File: config.mk
export PLATFORM = sky130hd
export DESIGN_NAME = id_stage_reg
export DESIGN_NICKNAME = d
export VERILOG_FILES = /design/src/rtl/core_pkg.sv /design/src/rtl/pipe_field_reg.sv /design/src/rtl/id_stage_reg.sv
export SDC_FILE = /design/constraint.sdc
export NUM_CORES = 1
export LEC_CHECK = 0
export BUFFER_PORTS_ARGS = -buffer_cell sky130_fd_sc_hd__buf_2
export CAP_MARGIN = 20
export CORE_AREA = 5 5 127 129
export DETAILED_ROUTE_END_ITERATION = 8
export DIE_AREA = 0 0 132 134
export PLACE_DENSITY = 0.75
export REMOVE_ABC_BUFFERS = 1
export SYNTH_ARGS = -nofsm -noshare
export SYNTH_HDL_FRONTEND = slang
export SYNTH_SLANG_ARGS = --single-unit
File: constraint.sdc
create_clock -name clk -period 2.1 [get_ports clk]
set_clock_uncertainty 0.2 [all_clocks]
set_input_delay 0.42 -clock clk [delete_from_list [all_inputs] [get_ports clk]]
set_output_delay 0.42 -clock clk [all_outputs]
set_load 0.005 [all_outputs]
File: src/rtl/core_pkg.sv
// Shared definitions for the ARM-subset lab core: control bundle layout and command/mode encodings.
package core_pkg;

  localparam int unsigned CTRL_W      = 9;
  localparam int unsigned EXE_CMD_W   = 4;
  localparam int unsigned SHIFT_W     = 12;
  localparam int unsigned SIMM_W      = 24;
  localparam int unsigned REG_IDX_W   = 4;

  // Control bundle bit positions: {exe_cmd[3:0], mem_read, mem_write, wb_en, branch_en, status_s}
  localparam int unsigned EXE_CMD_MSB = 8;
  localparam int unsigned MEM_R       = 4;
  localparam int unsigned MEM_W       = 3;
  localparam int unsigned WB          = 2;
  localparam int unsigned BR          = 1;
  localparam int unsigned S           = 0;

  typedef enum logic [EXE_CMD_W-1:0] {
    EXE_NOP = 4'b0000,
    EXE_MOV = 4'b0001,
    EXE_ADD = 4'b0010,
    EXE_ADC = 4'b0011,
    EXE_SUB = 4'b0100,
    EXE_SBC = 4'b0101,
    EXE_AND = 4'b0110,
    EXE_ORR = 4'b0111,
    EXE_EOR = 4'b1000,
    EXE_MVN = 4'b1001
  } exe_cmd_e;

  typedef enum logic [1:0] {
    MODE_COMPUTE = 2'b00,
    MODE_MEMORY  = 2'b01,
    MODE_BRANCH  = 2'b10
  } mode_e;

endpackage

File: src/rtl/pipe_field_reg.sv
// Pipeline field register: synchronous active-low reset, flush loads zero, freeze holds.
module pipe_field_reg #(
  parameter int unsigned W = 1
) (
  input  logic         clk,
  input  logic         rst_n,
  input  logic         flush,
  input  logic         freeze,
  input  logic [W-1:0] d,
  output logic [W-1:0] q
);

  always_ff @(posedge clk) begin
    if (!rst_n)       q <= '0;
    else if (flush)   q <= '0;
    else if (!freeze) q <= d;
  end

endmodule

File: src/rtl/id_stage_reg.sv
// ID/EX pipeline register with freeze/flush and a saturating flush-bubble counter.
// Define ID_STAGE_FWD_EN to register the forwarding fields (src1/src2/one_input); otherwise they are tied to 0.
module id_stage_reg
  import core_pkg::*;
#(
  parameter int unsigned DATA_W = 32,
  parameter int unsigned CNT_W  = 16
) (
  input  logic                 clk,
  input  logic                 rst_n,
  input  logic                 freeze,
  input  logic                 flush,
  input  logic [CTRL_W-1:0]    ctrl_in,
  input  logic                 one_input_in,
  input  logic [DATA_W-1:0]    pc_in,
  input  logic [DATA_W-1:0]    rn_val_in,
  input  logic [DATA_W-1:0]    rm_val_in,
  input  logic                 imm_in,
  input  logic [SHIFT_W-1:0]   shift_operand_in,
  input  logic [SIMM_W-1:0]    simm24_in,
  input  logic [REG_IDX_W-1:0] dest_in,
  input  logic [REG_IDX_W-1:0] src1_in,
  input  logic [REG_IDX_W-1:0] src2_in,
  input  logic                 carry_in,
  output logic [EXE_CMD_W-1:0] exe_cmd,
  output logic                 mem_read,
  output logic                 mem_write,
  output logic                 wb_en,
  output logic                 branch_en,
  output logic                 status_s,
  output logic [DATA_W-1:0]    pc,
  output logic [DATA_W-1:0]    rn_val,
  output logic [DATA_W-1:0]    rm_val,
  output logic                 imm,
  output logic [SHIFT_W-1:0]   shift_operand,
  output logic [SIMM_W-1:0]    simm24,
  output logic [REG_IDX_W-1:0] dest,
  output logic                 carry,
  output logic [REG_IDX_W-1:0] src1_out,
  output logic [REG_IDX_W-1:0] src2_out,
  output logic                 one_input_out,
  output logic                 valid,
  output logic [CNT_W-1:0]     bubble_count
);

  localparam int unsigned DATA_GRP_W = 3 * DATA_W;
  localparam int unsigned FLD_GRP_W  = 1 + SHIFT_W + SIMM_W + REG_IDX_W + 1;
  localparam int unsigned FWD_GRP_W  = 2 * REG_IDX_W + 1;

  logic [CTRL_W-1:0]     ctrl_q;
  logic [DATA_GRP_W-1:0] data_q;
  logic [FLD_GRP_W-1:0]  fld_q;

  pipe_field_reg #(.W(CTRL_W)) u_ctrl (
    .clk(clk), .rst_n(rst_n), .flush(flush), .freeze(freeze),
    .d(ctrl_in), .q(ctrl_q)
  );

  pipe_field_reg #(.W(DATA_GRP_W)) u_data (
    .clk(clk), .rst_n(rst_n), .flush(flush), .freeze(freeze),
    .d({pc_in, rn_val_in, rm_val_in}), .q(data_q)
  );

  pipe_field_reg #(.W(FLD_GRP_W)) u_fld (
    .clk(clk), .rst_n(rst_n), .flush(flush), .freeze(freeze),
    .d({imm_in, shift_operand_in, simm24_in, dest_in, carry_in}), .q(fld_q)
  );

  // A load always marks the slot valid; flush turns it into a bubble.
  pipe_field_reg #(.W(1)) u_valid (
    .clk(clk), .rst_n(rst_n), .flush(flush), .freeze(freeze),
    .d(1'b1), .q(valid)
  );

  assign exe_cmd   = ctrl_q[EXE_CMD_MSB -: EXE_CMD_W];
  assign mem_read  = ctrl_q[MEM_R];
  assign mem_write = ctrl_q[MEM_W];
  assign wb_en     = ctrl_q[WB];
  assign branch_en = ctrl_q[BR];
  assign status_s  = ctrl_q[S];

  assign {pc, rn_val, rm_val} = data_q;
  assign {imm, shift_operand, simm24, dest, carry} = fld_q;

`ifdef ID_STAGE_FWD_EN
  logic [FWD_GRP_W-1:0] fwd_q;

  pipe_field_reg #(.W(FWD_GRP_W)) u_fwd (
    .clk(clk), .rst_n(rst_n), .flush(flush), .freeze(freeze),
    .d({src1_in, src2_in, one_input_in}), .q(fwd_q)
  );

  assign {src1_out, src2_out, one_input_out} = fwd_q;
`else
  logic unused_fwd;

  assign unused_fwd    = ^{src1_in, src2_in, one_input_in};
  assign src1_out      = '0;
  assign src2_out      = '0;
  assign one_input_out = 1'b0;
`endif

  // Flush bubbles are counted even under freeze; the count sticks at all-ones.
  always_ff @(posedge clk) begin
    if (!rst_n)
      bubble_count <= '0;
    else if (flush && (bubble_count != {CNT_W{1'b1}}))
      bubble_count <= bubble_count + CNT_W'(1);
  end

endmodule

# [Word level (Yosys, flattened, before mapping)]
# Cells that the tools add are included.
[totals] output_inout_bits=173 inputBits=160 word_cells=10 ff_bits=164
[classes] reduce_logical=2 bitwise=1 eq_ne=1 n_addsub=1
[op_table] cell="adder 16 x 1 -> 16 bit, second input constant" count=1
[op_table] cell="!= test 16 bit, second input constant" count=1
[op_table] cell="OR reduction 2 bit" count=1
[op_table] cell="logical AND 1 bit" count=1
[op_table] cell="inverter 1 bit" count=1

# [Logic depth before layout (Yosys ltp)]
[logic_depth] word_depth=2 depth_mapped=5 depth_no_buf=5

# [Hierarchy]
# A second synthesis with hierarchy kept.
[unflattened] cells_unflattened=589 area_unflattened_um2=6264.8
[modules_own_cells] mod="pipe_field_reg (u_data)" area_per_inst_um2=3443.3 seq_area_each_um2=1921.8 cells_each=311 instances=1
[modules_own_cells] mod="pipe_field_reg (u_fld)" area_per_inst_um2=1540.2 seq_area_each_um2=840.8 cells_each=137 instances=1
[modules_own_cells] mod="id_stage_reg" area_per_inst_um2=912.1 seq_area_each_um2=320.3 cells_each=108 instances=1
[modules_own_cells] mod="pipe_field_reg (u_ctrl)" area_per_inst_um2=326.6 seq_area_each_um2=180.2 cells_each=30 instances=1
[modules_own_cells] mod="pipe_field_reg (u_valid)" area_per_inst_um2=42.5 seq_area_each_um2=20.0 cells_each=3 instances=1

# [Worst setup path before layout]
# No wires, ideal clock.
[synth_path] kind="register to register" startpoint="reg bubble_count[2]" endpoint="reg bubble_count[13]" setup_ns=0.070 path_buffers=0 required_time_ns=1.830 path_stages_with_launch=5 setup_slack_ns=0.168 synth_period_minus_slack_ns=1.932 arrival_time_ns=1.662 path_cell_list="dfxtp_1 > nand4_2 > or4_4 > or4_1 > a21oi_1"
[synth_via] elab_chain_cells=2 word_cells_on_any_way=3 cone_classes="add/sub (1); eq/ne (1); reduce/logical (1)"
[synth_lines] item="start: declaration" line_no="id_stage_reg.sv:43" source="output logic [CNT_W-1:0] bubble_count"
[synth_lines] item="start signal: assignment" line_no="id_stage_reg.sv:108" source="bubble_count <= bubble_count + CNT_W'(1);"
[synth_lines] item="branches (longest 2 deep; another with adder 16 x 1 -> 16 bit)"
# Parallel ways; which one is timed is not known.
# A chain may end at the register's enable or synchronous reset.

# [Final worst setup path]
[layout_path] startpoint="reg bubble_count[7]" endpoint="reg bubble_count[13]"
# The elaborated chain is that of the path after synthesis.

==> results.py <==
metrics = {
    "sta": {
        "timing.final.crit_share_pct": 92.5,
        "rsz0062_at_grt": "no",
        "worst-slew-pin-transition_ns": 0.503,
        "min_period_ns": 1.94,
        "tns_ns": 0,
        "fmax_mhz": 515,
        "final-max-slew-violation-count": 0,
        "finalHoldViolations": 0,
        "setup_viol": 0,
        "slew_headroom_pct": 65.6,
    },
    "critical_path": {
        "endpoint_kind": "register",
        "required_ns": 2.24,
        "critical_path_arrival_ns": 2.08,
        "cp-start-kind": "register",
        "endpoint": "bubble_count[13]",
        "r2r_setup_slack_ns": 0.16,
        "r2r_end": "bubble_count[13]",
        "crit_start": "bubble_count[7]",
        "crit_fanout": 6,
        "rr_startpoint": "bubble_count[7]",
        "critPathKind": "register to register",
        "reg2reg_depth": 4,
    },
    "placed_design": {
        "io_buffers": 314,
        "gp_congestion": 0.836,
        "dp_hpwl_um": 12200,
        "post_dp_cell_area_mm2": 0.00788,
    },
    "clocking": {
        "numCtsBuffers": 17,
        "htreeDepth": 4,
        "cts_root_buf": "clkbuf_16",
        "cts_tree": "built",
        "cts_hold_buf": 0,
        "clk_latency_ns": 0.41,
        "post_cts_buffers": 0,
        "clk_path_buf_depth": 2,
        "clkSinkCount": 164,
        "cts_resized": 0,
        "cts.clk_slew.worst_paths_ns": 0.07,
    },
    "yosys": {
        "synth_warnings": 0,
        "yosys.area.top_type": "dfxtp_1",
        "netlist-cell-type-count": 39,
        "async_flop_share_pct": 0,
        "ys_ff_latch": 164,
        "seq_area_frac_synth_pct": 54.4,
        "synthTopCellsByArea": "dfxtp_1 54%, mux2i_1 25%, nor2_1 9.5%",
        "netlist_top_cells_count": "164 x dfxtp_1, 153 x nor2_1, 150 x mux2i_1",
        "syn_inst": 583,
        "synth_ff_type": "dfxtp_1",
        "synth_edf_count": 0,
        "yosysMostFrequentCell": "dfxtp_1",
        "yosysTopAreaCellShare_pct": 54.4,
        "netlist_area_mm2": 0.00604,
        "avgSynthCellArea_um2": 10.4,
    },
    "finish": {
        "fin_area_mm2": 0.00848,
        "syn_to_final_growth_pct": 40.4,
        "nNetsFinal": 1060,
        "num_antenna_cells": 0,
        "drive_above_1_share_pct": 40.8,
    },
    "floorplan": {
        "fp.coreArea_mm2": 0.0149,
        "row_count": 45,
        "die_y_um": 134,
        "die_area_mm2": 0.0177,
        "io_pins": 333,
        "start_util_pct": 40.5,
        "die_width_um": 132,
    },
    "status": {
        "status": "finished clean",
    },
    "power_and_ir_drop": {
        "peakVddDrop_uv": 578,
        "power_density_mw_per_mm2": 826,
        "leakagePower_nw": 4.43,
    },
    "min_path": {
        "worstHoldPathType": "input pin to register",
    },
    "detailed_routing": {
        "drc": 0,
        "wire_per_inst_um": 14.8,
        "firstDrtPassIters": 4,
        "vias_per_cell": 4.66,
        "vias": 5129,
        "wl_um": 16300,
        "drt_iter0_drc": 176,
        "drtAntennaViolNets": 0,
    },
    "global_route": {
        "grt_overflow_total": 0,
        "first_global_vias": 5034,
        "antenna_found_initial": 0,
        "globalRouteTotalUtil_pct": 17.7,
        "grt_pass1_wl_um": 25700,
        "grt_max_degree": 75,
    },
    "run": {
        "cap_violations": 0,
    },
}
cells by family after synthesis:
kind of cell	count (synthesis)	share of synthesized area [%]
adder cells (fa/ha/maj)	1	0.207
AND/OR/NAND/NOR	195	13.9
flip-flops	164	54.4
AO/OA/AOI/OAI	20	2.11
multiplexers	150	24.9
buffers and inverters	48	3.85
other	1	0.0621
XOR/XNOR	4	0.580
power breakdown:
part	internal (mW)	switching, mW	leakage (nW)
registers	3.21	0.0481	1.34
logic	0.335	0.303	2.81
clock network	1.83	1.27	0.283
total	5.38	1.62	4.42
placed cells by master, fill, tap and decap left out, types with 3 or more instances in the layout:
cell / n
nand4_1: 6
buf_4: 14
o21ai_0: 5
buf_12: 5
or4_1: 3
buf_2: 313
nor2_1: 153
clkbuf_8: 3
conb_1: 9
nand3_1: 3
dfxtp_1: 164
nand2_1: 10
clkinvlp_4: 4
inv_1: 4
inv_6: 5
mux2i_1: 150
clkbuf_16: 17
a21oi_1: 7
nand2b_1: 3
layout make-up:
class                           instances  area (um^2)
Clock buffer                           19          453
Clock inverter                         13          148
Fill cell                            1358         6440
Inverter                                4         15.0
Multi-Input combinational cell        379         2560
Sequential cell                       164         3280
Tap cell                              188          235
Timing Repair Buffer                  333         1790
through the flow:
| step | hold slack (ns) | worst slack (ns) | instances | utilization (%) | total power [mW] |
|---|---|---|---|---|---|
| 5_1_grt | 0.0188 | 0.0154 | 1100 | 56.8 | 7.31 |
| 4_1_cts | 0.0171 | 0.154 | 1100 | 56.8 | 7.11 |
| 6_report | 0.0348 | 0.156 | 1100 | 56.8 | 7.00 |
| 3_5_place_dp | 0.247 | 0.103 | 1068 | 52.8 | 3.97 |
| 2_1_floorplan | 0.247 | -1.46 | 547 | - | 3.59 |
| 3_3_place_gp | 0.235 | 0.114 | 1068 | 52.8 | 3.95 |
registers in the layout, summed over array words and instances (netlist names):
name and count:
u_data.q 96, u_ctrl.q 9, u_fld.q 42, bubble_count 16, u_valid.q 1
critical path, stage by stage (launching register included):
cell,delay [ns]
dfxtp_1,0.41
nand2_1,0.12
or4_4,0.53
or4_1,0.47
a21oi_1,0.14
worst min path at each step:
stage,start,endpoint,slack [ns],depth (start not counted)
3_5_place_dp,u_valid.q,u_valid.q,0.25,2
3_3_place_gp,u_valid.q,u_valid.q,0.24,2
5_1_grt,pc_in[28],u_data.q[92],0.02,3
4_1_cts,ctrl_in[3],u_ctrl.q[3],0.02,3
2_1_floorplan,u_valid.q,u_valid.q,0.25,2
6_report,ctrl_in[3],u_ctrl.q[3],0.03,3
layer usage:
layer  vias up  track usage, %  routed length (um)
li1       2581               -                   -
met1      2339            19.9                6470
met2       187            30.9                8230
met3        22            6.75                1330
met4         0            5.83                 300
met5         -               0                   0
Note: power is estimated with default switching activity, not from simulation.
